**src/rtl/uart_pkg.sv**
```systemverilog
// Shared UART definitions: receiver FSM states, parity-mode codes and the default bit divisor.
package uart_pkg;

  typedef enum logic [2:0] {
    UART_IDLE,
    UART_START,
    UART_DATA,
    UART_PARITY,
    UART_STOP
  } uart_state_e;

  localparam int PAR_NONE = 0;
  localparam int PAR_EVEN = 1;
  localparam int PAR_ODD  = 2;

  // 115200 baud from a 33 MHz clock; shared with the matching transmitter.
  localparam int UART_CLK_DIV = 286;

endpackage

```
**src/rtl/uart_rx_ovs_if.sv**
```systemverilog
// Received-word port: data plus error flags held behind a valid/ready handshake, and an overrun pulse.
interface uart_rx_ovs_if #(
  parameter int DATA_BITS = 8
);

  logic [DATA_BITS-1:0] data;
  logic                 data_valid;
  logic                 data_ready;
  logic                 frame_err;
  logic                 parity_err;
  logic                 overrun;

  modport master (
    output data, data_valid, frame_err, parity_err, overrun,
    input  data_ready
  );

  modport slave (
    input  data, data_valid, frame_err, parity_err, overrun,
    output data_ready
  );

endinterface

```
**src/rtl/uart_rx_vote.sv**
```systemverilog
// Bit-window timer and majority voter: counts CLK_DIV cycles while run_i is high and sums rx_s_i,
// pulsing bit_done with the voted bit_val on the last window cycle.
module uart_rx_vote #(
  parameter int CLK_DIV = 286
) (
  input  logic clk,
  input  logic rst,
  input  logic run_i,
  input  logic rx_s_i,
  output logic bit_done,
  output logic bit_val
);

  localparam int CW = $clog2(CLK_DIV + 1);

  logic [CW-1:0] win_q, win_d;
  logic [CW-1:0] ones_q, ones_d;
  logic [CW:0]   ones_now;
  logic [CW+1:0] ones_x2;

  always_comb begin
    ones_now = {1'b0, ones_q} + (CW + 1)'(rx_s_i);
    ones_x2  = {ones_now, 1'b0};
    bit_done = run_i && (win_q == CW'(CLK_DIV - 1));
    bit_val  = (ones_x2 > (CW + 2)'(CLK_DIV));
    win_d    = win_q;
    ones_d   = ones_q;
    if (!run_i || bit_done) begin
      win_d  = '0;
      ones_d = '0;
    end else begin
      win_d  = win_q + 1'b1;
      ones_d = ones_now[CW-1:0];
    end
  end

  always_ff @(posedge clk) begin
    if (rst) begin
      win_q  <= '0;
      ones_q <= '0;
    end else begin
      win_q  <= win_d;
      ones_q <= ones_d;
    end
  end

endmodule

```
**src/rtl/uart_rx_ovs.sv**
```systemverilog
// Parametrised UART receiver with whole-window bit voting, framing/parity/overrun flags and a held output word.
// Parity checking is compiled in only when UART_RX_PARITY_EN is defined.
module uart_rx_ovs
  import uart_pkg::*;
#(
  parameter int CLK_DIV     = UART_CLK_DIV,
  parameter int DATA_BITS   = 8,
  parameter int STOP_BITS   = 1,
  parameter int PARITY_MODE = PAR_NONE
) (
  input  logic          clk,
  input  logic          rst,
  input  logic          rx,
  uart_rx_ovs_if.master dout
);

`ifdef UART_RX_PARITY_EN
  localparam bit PAR_EN = 1'b1;
`else
  localparam bit PAR_EN = 1'b0;
`endif
  localparam bit PAR_ACTIVE = PAR_EN && (PARITY_MODE != PAR_NONE);
  localparam int IW         = $clog2(DATA_BITS);

  logic                 rx_meta_q, rx_s_q;
  uart_state_e          state_q, state_d;
  logic [IW-1:0]        idx_q, idx_d;
  logic [DATA_BITS-1:0] shift_q, shift_d;
  logic [DATA_BITS-1:0] data_q, data_d;
  logic                 ferr_q, ferr_d;
  logic                 valid_q, valid_d;
  logic                 fe_q, fe_d;
  logic                 ovr_q, ovr_d;
  logic                 run, accept, frame_done, bit_done, bit_val;
`ifdef UART_RX_PARITY_EN
  logic                 perr_q, perr_d;
  logic                 pe_q, pe_d;
`endif

  always_ff @(posedge clk) begin
    if (rst) begin
      rx_meta_q <= 1'b1;
      rx_s_q    <= 1'b1;
    end else begin
      rx_meta_q <= rx;
      rx_s_q    <= rx_meta_q;
    end
  end

  // The start-detect cycle in IDLE is already window cycle 0, so the voter runs in it.
  assign run    = (state_q != UART_IDLE) || !rx_s_q;
  assign accept = valid_q && dout.data_ready;

  uart_rx_vote #(.CLK_DIV(CLK_DIV)) u_vote (
    .clk      (clk),
    .rst      (rst),
    .run_i    (run),
    .rx_s_i   (rx_s_q),
    .bit_done (bit_done),
    .bit_val  (bit_val)
  );

  always_comb begin
    state_d    = state_q;
    idx_d      = idx_q;
    shift_d    = shift_q;
    ferr_d     = ferr_q;
    data_d     = data_q;
    valid_d    = valid_q;
    fe_d       = fe_q;
    ovr_d      = 1'b0;
    frame_done = 1'b0;
`ifdef UART_RX_PARITY_EN
    perr_d     = perr_q;
    pe_d       = pe_q;
`endif
    case (state_q)
      UART_IDLE: begin
        if (!rx_s_q) begin
          state_d = UART_START;
          idx_d   = '0;
          ferr_d  = 1'b0;
`ifdef UART_RX_PARITY_EN
          perr_d  = 1'b0;
`endif
        end
      end
      UART_START: begin
        if (bit_done) state_d = bit_val ? UART_IDLE : UART_DATA;
      end
      UART_DATA: begin
        if (bit_done) begin
          shift_d = {bit_val, shift_q[DATA_BITS-1:1]};
          if (idx_q == IW'(DATA_BITS - 1)) begin
            idx_d   = '0;
            state_d = PAR_ACTIVE ? UART_PARITY : UART_STOP;
          end else begin
            idx_d = idx_q + 1'b1;
          end
        end
      end
`ifdef UART_RX_PARITY_EN
      UART_PARITY: begin
        if (bit_done) begin
          perr_d  = bit_val ^ (^shift_q) ^ (PARITY_MODE == PAR_ODD);
          state_d = UART_STOP;
        end
      end
`endif
      UART_STOP: begin
        if (bit_done) begin
          if (!bit_val) ferr_d = 1'b1;
          if (idx_q == IW'(STOP_BITS - 1)) begin
            idx_d      = '0;
            state_d    = UART_IDLE;
            frame_done = 1'b1;
          end else begin
            idx_d = idx_q + 1'b1;
          end
        end
      end
      default: state_d = UART_IDLE;
    endcase

    // A completed frame may only replace a word that is absent or leaving this cycle.
    if (frame_done) begin
      if (!valid_q || accept) begin
        data_d  = shift_q;
        fe_d    = ferr_d;
        valid_d = 1'b1;
`ifdef UART_RX_PARITY_EN
        pe_d    = perr_d;
`endif
      end else begin
        ovr_d = 1'b1;
      end
    end else if (accept) begin
      valid_d = 1'b0;
    end
  end

  always_ff @(posedge clk) begin
    if (rst) begin
      state_q <= UART_IDLE;
      idx_q   <= '0;
      shift_q <= '0;
      ferr_q  <= 1'b0;
      data_q  <= '0;
      valid_q <= 1'b0;
      fe_q    <= 1'b0;
      ovr_q   <= 1'b0;
    end else begin
      state_q <= state_d;
      idx_q   <= idx_d;
      shift_q <= shift_d;
      ferr_q  <= ferr_d;
      data_q  <= data_d;
      valid_q <= valid_d;
      fe_q    <= fe_d;
      ovr_q   <= ovr_d;
    end
  end

`ifdef UART_RX_PARITY_EN
  always_ff @(posedge clk) begin
    if (rst) begin
      perr_q <= 1'b0;
      pe_q   <= 1'b0;
    end else begin
      perr_q <= perr_d;
      pe_q   <= pe_d;
    end
  end
  assign dout.parity_err = pe_q;
`else
  assign dout.parity_err = 1'b0;
`endif

  assign dout.data       = data_q;
  assign dout.data_valid = valid_q;
  assign dout.frame_err  = fe_q;
  assign dout.overrun    = ovr_q;

endmodule

```
**src/flat_wrapper.sv**
```systemverilog
// flat-port wrapper written by rule: the top's interface ports become plain ports
module uart_rx_ovs_flat import uart_pkg::*;
#(
  parameter int CLK_DIV     = UART_CLK_DIV,
  parameter int DATA_BITS   = 8,
  parameter int STOP_BITS   = 1,
  parameter int PARITY_MODE = PAR_NONE
)
  (clk, rst, rx, dout_data, dout_data_valid, dout_frame_err, dout_parity_err, dout_overrun, dout_data_ready);
  uart_rx_ovs_if #(.DATA_BITS(DATA_BITS)) dout_i ();
  input  logic clk;
  input  logic rst;
  input  logic rx;
  output wire logic [$bits(dout_i.data)-1:0] dout_data;
  output wire logic [$bits(dout_i.data_valid)-1:0] dout_data_valid;
  output wire logic [$bits(dout_i.frame_err)-1:0] dout_frame_err;
  output wire logic [$bits(dout_i.parity_err)-1:0] dout_parity_err;
  output wire logic [$bits(dout_i.overrun)-1:0] dout_overrun;
  input wire logic [$bits(dout_i.data_ready)-1:0] dout_data_ready;
  assign dout_data = dout_i.data;
  assign dout_data_valid = dout_i.data_valid;
  assign dout_frame_err = dout_i.frame_err;
  assign dout_parity_err = dout_i.parity_err;
  assign dout_overrun = dout_i.overrun;
  assign dout_i.data_ready = dout_data_ready;
  uart_rx_ovs #(.CLK_DIV(CLK_DIV), .DATA_BITS(DATA_BITS), .STOP_BITS(STOP_BITS), .PARITY_MODE(PARITY_MODE)) u_core (.clk(clk), .rst(rst), .rx(rx), .dout(dout_i));
endmodule
```
**config.mk**
```make
export PLATFORM = sky130hd
export DESIGN_NAME = uart_rx_ovs_flat
export DESIGN_NICKNAME = d
export VERILOG_FILES = /design/src/rtl/uart_pkg.sv /design/src/rtl/uart_rx_ovs_if.sv /design/src/rtl/uart_rx_vote.sv /design/src/rtl/uart_rx_ovs.sv /design/src/flat_wrapper.sv
export SDC_FILE = /design/constraint.sdc
export NUM_CORES = 1
export LEC_CHECK = 0
export ABC_AREA = 1
export BUFFER_PORTS_ARGS = -buffer_cell sky130_fd_sc_hd__clkbuf_2
export CAP_MARGIN = 20
export CORE_UTILIZATION = 59
export CTS_CLUSTER_SIZE = 30
export DETAILED_ROUTE_END_ITERATION = 16
export GPL_TIMING_DRIVEN = 0
export PLACE_DENSITY_LB_ADDON = 0.12
export SLEW_MARGIN = 0
export SYNTH_ARGS = -nofsm -noshare
export SYNTH_HDL_FRONTEND = slang
export SYNTH_HIERARCHICAL = 1
export SYNTH_SLANG_ARGS = --single-unit
```
**constraint.sdc**
```tcl
create_clock -name clk -period 2.1 [get_ports clk]
set_input_delay 0.42 -clock clk [delete_from_list [all_inputs] [get_ports clk]]
set_output_delay 0.42 -clock clk [all_outputs]
set_load 0.03 [all_outputs]
```
Word-level counts from Yosys, hierarchy flattened
Index checks and enable logic that the tools add are counted.
{"block": "totals", "register_bits": 46, "word_cells": 74, "out_inout_bits": 12, "inputBits": 4}
{"block": "classes", "reduce_logical": 20, "magnitude_cmp": 1, "n_mux": 25, "add_sub_neg": 3, "bitwise_logic": 1, "n_eq_ne": 12}
{"operator": "2-to-1 mux 3 bit", "n": 11}
{"operator": "case mux 3 bit (4 select lines)", "n": 1}
{"operator": "greater-than comparator 11 x 9 -> 1 bit, second input constant", "n": 1}
{"operator": "adder 9 x 1 -> 10 bit", "n": 1}
{"operator": "2-to-1 mux 1 bit", "n": 10}
{"operator": "inequality test 2 x 1 -> 1 bit, second input constant", "n": 5}
{"operator": "adder 9 x 1 -> 9 bit, second input constant", "n": 1}
{"operator": "== test 9 bit, second input constant", "n": 1}
{"operator": "case mux 3 bit (3 select lines)", "n": 1}
{"operator": "== test 3 bit, second input constant", "n": 2}
{"operator": "logical NOT 3 bit", "n": 2}
{"operator": "AND reduction 2 bit", "n": 3}
{"operator": "AND reduction 6 bit", "n": 1}
{"operator": "nonzero test 3 bit", "n": 2}
{"operator": "inequality test 2 bit, second input constant", "n": 2}
{"operator": "AND reduction 4 bit", "n": 1}
{"operator": "OR reduction 2 bit", "n": 2}
{"operator": "adder 3 x 1 -> 3 bit, second input constant", "n": 1}
{"operator": "== test 3 x 1 -> 1 bit, second input constant", "n": 1}
{"operator": "== test 3 x 2 -> 1 bit, second input constant", "n": 1}
{"operator": "logical NOT 1 bit", "n": 3}
{"operator": "logical OR 1 bit", "n": 3}
{"operator": "logical AND 1 bit", "n": 2}
{"operator": "2-to-1 mux 2 bit", "n": 1}
{"operator": "3 further kinds", "n": 3}

Depth between registers and ports, before layout
{"block": "depth", "ltp_word": 7, "ltp_mapped": 14, "depth_no_buf": 14}

By module
The synthesis kept the hierarchy.
{"mod": "uart_rx_ovs", "cells_per_inst": 159, "n_inst": 1, "seq_area_each_um2": 560.5, "area_each_um2": 1214.9}
{"mod": "uart_rx_vote", "cells_per_inst": 118, "n_inst": 1, "seq_area_each_um2": 360.3, "area_each_um2": 917.1}

Least setup slack after synthesis
OpenSTA, ideal clock, no wires.
{"block": "synth_path", "path_type": "register to register", "startpoint": "register u_core.u_vote.win_q[2]", "endpoint": "register u_core.state_q[2]", "arrival_ns": 1.569, "n_path_buf": 0, "period_less_slack_ns": 1.684, "setup_ns": 0.115, "t_required_ns": 1.985, "setup_slack_ns": 0.416, "stages_incl_launch_ff": 12, "path_cell_list": "dfxtp_1 -> inv_2 -> nor3_2 -> nand4_2 -> nor2_1 -> inv_1 -> nand3_1 -> nand2_1 -> nor2_2 -> nand3_1 -> nand2_1 -> nor2_1"}
{"block": "synth_via", "elab_chain_len": 4, "elab_cells_between_ends": 6, "cone_classes": "eq/ne: 4; reduce/logical: 2"}
{"item": "start: declaration", "line": "uart_rx_vote.sv:16", "source": "logic [CW-1:0] win_q, win_d;"}
{"item": "start signal: assignment", "line": "uart_rx_vote.sv:42", "source": "win_q <= win_d;"}
{"item": "== test 9 bit (*)", "line": "uart_rx_vote.sv:24", "source": "bit_done = run_i && (win_q == CW'(CLK_DIV - 1));"}
{"item": "logical AND 1 bit (*)", "line": "uart_rx_vote.sv:24"}
{"item": "net u_core.bit_done", "line": "uart_rx_ovs.sv:34", "source": "logic run, accept, frame_done, bit_done, bit_val;"}
{"item": "inequality test 2 x 1 -> 1 bit (no line)"}
{"item": "AND reduction 6 bit (no line) (*)"}
{"item": "end signal: assignment", "line": "uart_rx_ovs.sv:153", "source": "state_q <= state_d;"}
{"item": "end: declaration", "line": "uart_rx_ovs.sv:26", "source": "uart_state_e state_q, state_d;"}
The timed path passes the listed nets; every way through them passes the cells marked *.
A chain may end at the register's enable or synchronous reset.

Worst setup path in the final report
{"block": "layout_path", "startpoint": "register u_core.rx_s_q", "endpoint": "register u_core.fe_q, in the netlist u_core/dout.frame_err"}
{"block": "layout_via", "elab_cells_between_ends": 12, "cone_classes": "add/sub: 1; order compare: 1; mux: 6; reduce/logical: 4"}
{"item": "start: declaration", "line": "uart_rx_ovs.sv:25", "source": "logic rx_meta_q, rx_s_q;"}
{"item": "start signal: assignment", "line": "uart_rx_ovs.sv:46", "source": "rx_s_q <= rx_meta_q;"}
{"item": "adder 9 x 1 -> 10 bit", "line": "uart_rx_vote.sv:22", "source": "ones_now = {1'b0, ones_q} + (CW + 1)'(rx_s_i);"}
{"item": "greater-than comparator 11 x 9 -> 1 bit", "line": "uart_rx_vote.sv:25", "source": "bit_val = (ones_x2 > (CW + 2)'(CLK_DIV));"}
{"item": "net u_core.bit_val", "line": "uart_rx_ovs.sv:34"}
{"item": "2-to-1 mux 1 bit", "line": "uart_rx_ovs.sv:112", "source": "if (!bit_val) ferr_d = 1'b1;"}
{"item": "2-to-1 mux 1 bit", "line": "uart_rx_ovs.sv:111", "source": "if (bit_done) begin"}
{"item": "case mux 1 bit (2 select lines)", "line": "uart_rx_ovs.sv:77", "source": "case (state_q)"}
{"item": "end signal: assignment", "line": "uart_rx_ovs.sv:150", "source": "fe_q <= 1'b0;"}
{"item": "end signal: assignment", "line": "uart_rx_ovs.sv:159", "source": "fe_q <= fe_d;"}
{"item": "end: declaration", "line": "uart_rx_ovs.sv:32", "source": "logic fe_q, fe_d;"}
The timed path passes the listed nets, and every way through them passes these cells.

==> results.md <==
- layout cells sized above 1: 0.201
- number of buffers added on ports: 14
- Hold Fails Final Rpt: 0
- Std-Cell Core Area: 3390 um2
- violation count after the first detailed-routing iteration: 70
- Final WS setup: 0.262 ns
- average instance area after synthesis: 7.70 um2
- IR Drop Worst-Case VDD: 0.000592 V
- Post-Synth Adder-Cell Area: 0.0411
- leakage power of the design: 0.938 nW
- aggregate global-route resource usage: 0.208
- post-synthesis cell type with the largest combined area: sky130_fd_sc_hd__dfxtp_1
- worst setup slack after placement: 0.189 ns
- post-layout power: 2.00 mW
- min-delay worst type: input port to flop
- vias in the first global route: 1581
- post-cts hold buffer count: 0
- detailed-route wire length per cell: 10.3 um
- synthesized netlist cell count: 277
- Top delay family on crit path: simple AND/OR/NAND/NOR gates
- final standard cell area without fillers: 2350 um2
- worst skew pair latency: 0.35 ns
- htree depth: 2
- leading cell type in the layout, fill and taps excluded: sky130_fd_sc_hd__nand2_1
- die extent in x: 62.1 um
- sequential group share of total power: 0.494
- slowest stage cell on the critical path: sky130_fd_sc_hd__dfxtp_2
- post-synth top area share: 0.432
- Unique masters post-synth: 33
- Clock Skews: 0.00624 ns
- DRC viols: 0
- Max Fclk: 544 MHz
- Setup CP Type: flop to flop
- number of antenna violations at the first check in global routing: 0
- sequential cell area fraction in the yosys report: 0.432
- floorplan row count: 21
- sw frac: 0.319
- result of the run: finished clean
- cell with the most instances on the worst path: sky130_fd_sc_hd__nand2_1
- required time at the endpoint of the critical path: 2.40 ns
- top cells by area in the synthesized netlist: sky130_fd_sc_hd__dfxtp_1 43%, sky130_fd_sc_hd__nand2_1 8.5%, sky130_fd_sc_hd__nor2_1 7.4%
- routability congestion estimate from global placement: 0.780
- largest net degree at the start of global routing: 16
- dominant combinational cell family by area after synthesis: simple AND/OR/NAND/NOR gates
- Routed WL: 3560 um
- CTS Sinks: 46
- core occupancy in the finished layout: 0.692
- HPWL after detailed placement: 2610 um
- I/O Pins: 16
- Die H: 62.1 um
- final instance count without filler cells: 345
- CP Data Arrival Time: 2.14 ns
- first-pass GRT wire length: 6420 um
- Synth async-reset ratio: 0
- Compound-Gate Fraction of Synth Area: 0.0863
- Internal Pwr Total: 1.36 mW
- Synthesized Nets: 288
- area of the die: 3860 um2
- clock tree from TritonCTS: yes
- switching pwr: 0.640 mW
- Max Fanout on Critical Path: 4
- Comb pwr share: 0.240
- Root Buffer: sky130_fd_sc_hd__clkbuf_4
- worst-case hold slack: 0.249 ns
- buffering stage count on the worst path with inverters included: 1
- delay of the slowest critical-path stage: 0.39 ns
- Final nets: 309
- number of search-and-repair iterations in the first detailed-routing pass: 4
- basic-gate share of the synthesized area counting and, or, nand and nor cells: 0.327
- total of endpoints with negative setup slack in the final report: 0
- cell area after technology mapping: 2130 um2
- Setup crit start kind: flop
- number of inserted filler cells in the final layout: 287
- Area Growth Syn to Fin: 10.0%
- maximum clock path buffer count: 2
- Critical Path Sink Type: flop
- Inst Count DP: 337
- most instantiated flip-flop cell in the synthesis netlist: sky130_fd_sc_hd__dfxtp_1
- total gr overflow: 0
- count of antenna-violating nets left after detailed routing: 0
- number of synthesis warnings: 6
- number of flip-flops and latches in the synthesized netlist: 46
- minimum period implied by the final worst setup slack: 1.84 ns
- xor and xnor area share after synthesis: 0.0288
- post-detailed-route via-to-cell ratio: 4.86
- number of enable-type register cells in the synthesized netlist: 0
- number of inserted diodes: 0
- count of vias placed by the detailed router: 1675
- RSZ-0062 raised after global routing: false
- commonest non-fill, non-tap cells in the layout: 48 x sky130_fd_sc_hd__nand2_1, 45 x sky130_fd_sc_hd__dfxtp_1, 41 x sky130_fd_sc_hd__nor2_1, 30 x sky130_fd_sc_hd__inv_1, 17 x sky130_fd_sc_hd__a21oi_1
- power per standard cell area: 854 nW/um2
- max-cap viol count: 0
- setup TNS after final layout: 0 ns
- number of buffers created by CTS: 5
- placed inst area: 2260 um2
- Starting Density: 0.629
- Final period util: 0.875
- Clock transition at path regs: 0.13 ns
- multiplexer fraction of the synthesized cell area: 0
- clock network fraction of design power: 0.266
- max-slew violation count: 0
- worst reg-to-reg setup slack: 0.26 ns
- CP cell instances: ha_1 > nand3_1 > nor2_1 > nand3_1 > nand2_1 > nand2_1 > nand2_1 > nand2_1 > inv_1 > nand4_1 > a21oi_1 > nor2_1 > nor2_1
-- power by group through the flow --
stage	registers, mW	clock network (mW)	logic (mW)
detailed placement	1.01	0	0.477
floorplan	0.998	0	0.406
global route	1.00	0.585	0.555
CTS	0.991	0.551	0.484
global placement	1.01	0	0.470
finish	0.990	0.533	0.481
-- state kept, by name, indices dropped and copies added, names as in the netlist --
name and flops:
u_core/rx_s_q 1, u_core/state_q 3, u_core/ferr_q 1, u_core/u_vote/win_q 9, u_core/dout.overrun 1, u_core/idx_q 3
u_core/dout.data_valid 1, u_core/rx_meta_q 1, u_core/u_vote/ones_q 9, u_core/dout.data 8, u_core/dout.frame_err 1, u_core/shift_q 8
-- cell type report --
class | instances | area, um2 | share of cell area
Buffer | 5 | 43.8 | 0.0187
Clock buffer | 5 | 37.5 | 0.0160
Clock inverter | 3 | 45.0 | 0.0192
Inverter | 34 | 133 | 0.0565
Multi-Input combinational cell | 192 | 1040 | 0.442
Sequential cell | 46 | 922 | 0.393
Tap cell | 46 | 57.6 | 0.0245
Timing Repair Buffer | 14 | 70.1 | 0.0299
-- final timing paths --
kind	cells after the start	start	end
max	13	u_core/rx_s_q$_SDFF_PP1_	u_core/dout.frame_err$_SDFFE_PP0P_
min	2	rx	u_core/rx_meta_q$_SDFF_PP1_
max reg2reg	13	u_core/rx_s_q$_SDFF_PP1_	u_core/dout.frame_err$_SDFFE_PP0P_
min reg2reg	1	u_core/rx_meta_q$_SDFF_PP1_	u_core/rx_s_q$_SDFF_PP1_
-- worst reg2reg max path, cell delays in order (launching register included) --
cell                      delay (ns)
sky130_fd_sc_hd__dfxtp_2        0.39
sky130_fd_sc_hd__ha_1           0.21
sky130_fd_sc_hd__nand3_1        0.15
sky130_fd_sc_hd__nor2_1         0.18
sky130_fd_sc_hd__nand3_1        0.09
sky130_fd_sc_hd__nand2_1        0.08
sky130_fd_sc_hd__nand2_1        0.05
sky130_fd_sc_hd__nand2_1        0.06
sky130_fd_sc_hd__nand2_1        0.04
sky130_fd_sc_hd__inv_1          0.11
sky130_fd_sc_hd__nand4_1        0.10
sky130_fd_sc_hd__a21oi_1        0.19
sky130_fd_sc_hd__nor2_1         0.06
sky130_fd_sc_hd__nor2_1         0.09
-- per-layer routing --
layer | part of all wire | GRT usage | vias up
met2 | 0.47 | 0.359 | 12
li1 | - | - | 908
met4 | 0.0067 | 0.0640 | 0
met3 | 0.026 | 0.0625 | 2
met5 | 0 | 0 | -
met1 | 0.50 | 0.248 | 753
-- cells in the mapped netlist, types with 4 or more instances --
cell,number
sky130_fd_sc_hd__dfxtp_1,46
sky130_fd_sc_hd__a21oi_1,17
sky130_fd_sc_hd__nor2_1,42
sky130_fd_sc_hd__nor2_2,12
sky130_fd_sc_hd__o21ai_0,15
sky130_fd_sc_hd__nor3_1,4
sky130_fd_sc_hd__inv_1,30
sky130_fd_sc_hd__nand2_1,48
sky130_fd_sc_hd__nor2_4,4
sky130_fd_sc_hd__ha_1,7
sky130_fd_sc_hd__xor2_1,5
sky130_fd_sc_hd__nand3_1,16
-- kinds of logic after synthesis --
| logic type | count (synthesis) |
|---|---|
| AOI/OAI and AO/OA | 35 |
| xor gates and xnor gates | 7 |
| adders and majority gates | 7 |
| buffers and inverters | 39 |
| DFF | 46 |
| other | 1 |
| and+or+nand+nor | 142 |
-- what timing repair did --
item                                    in CTS  in global routing
endpoints found under the hold margin        0                  0
setup buffers                                0                  0
endpoints found under the setup margin       0                  3
resized for setup                            0                  2
Power figures use the tool's default switching activity.
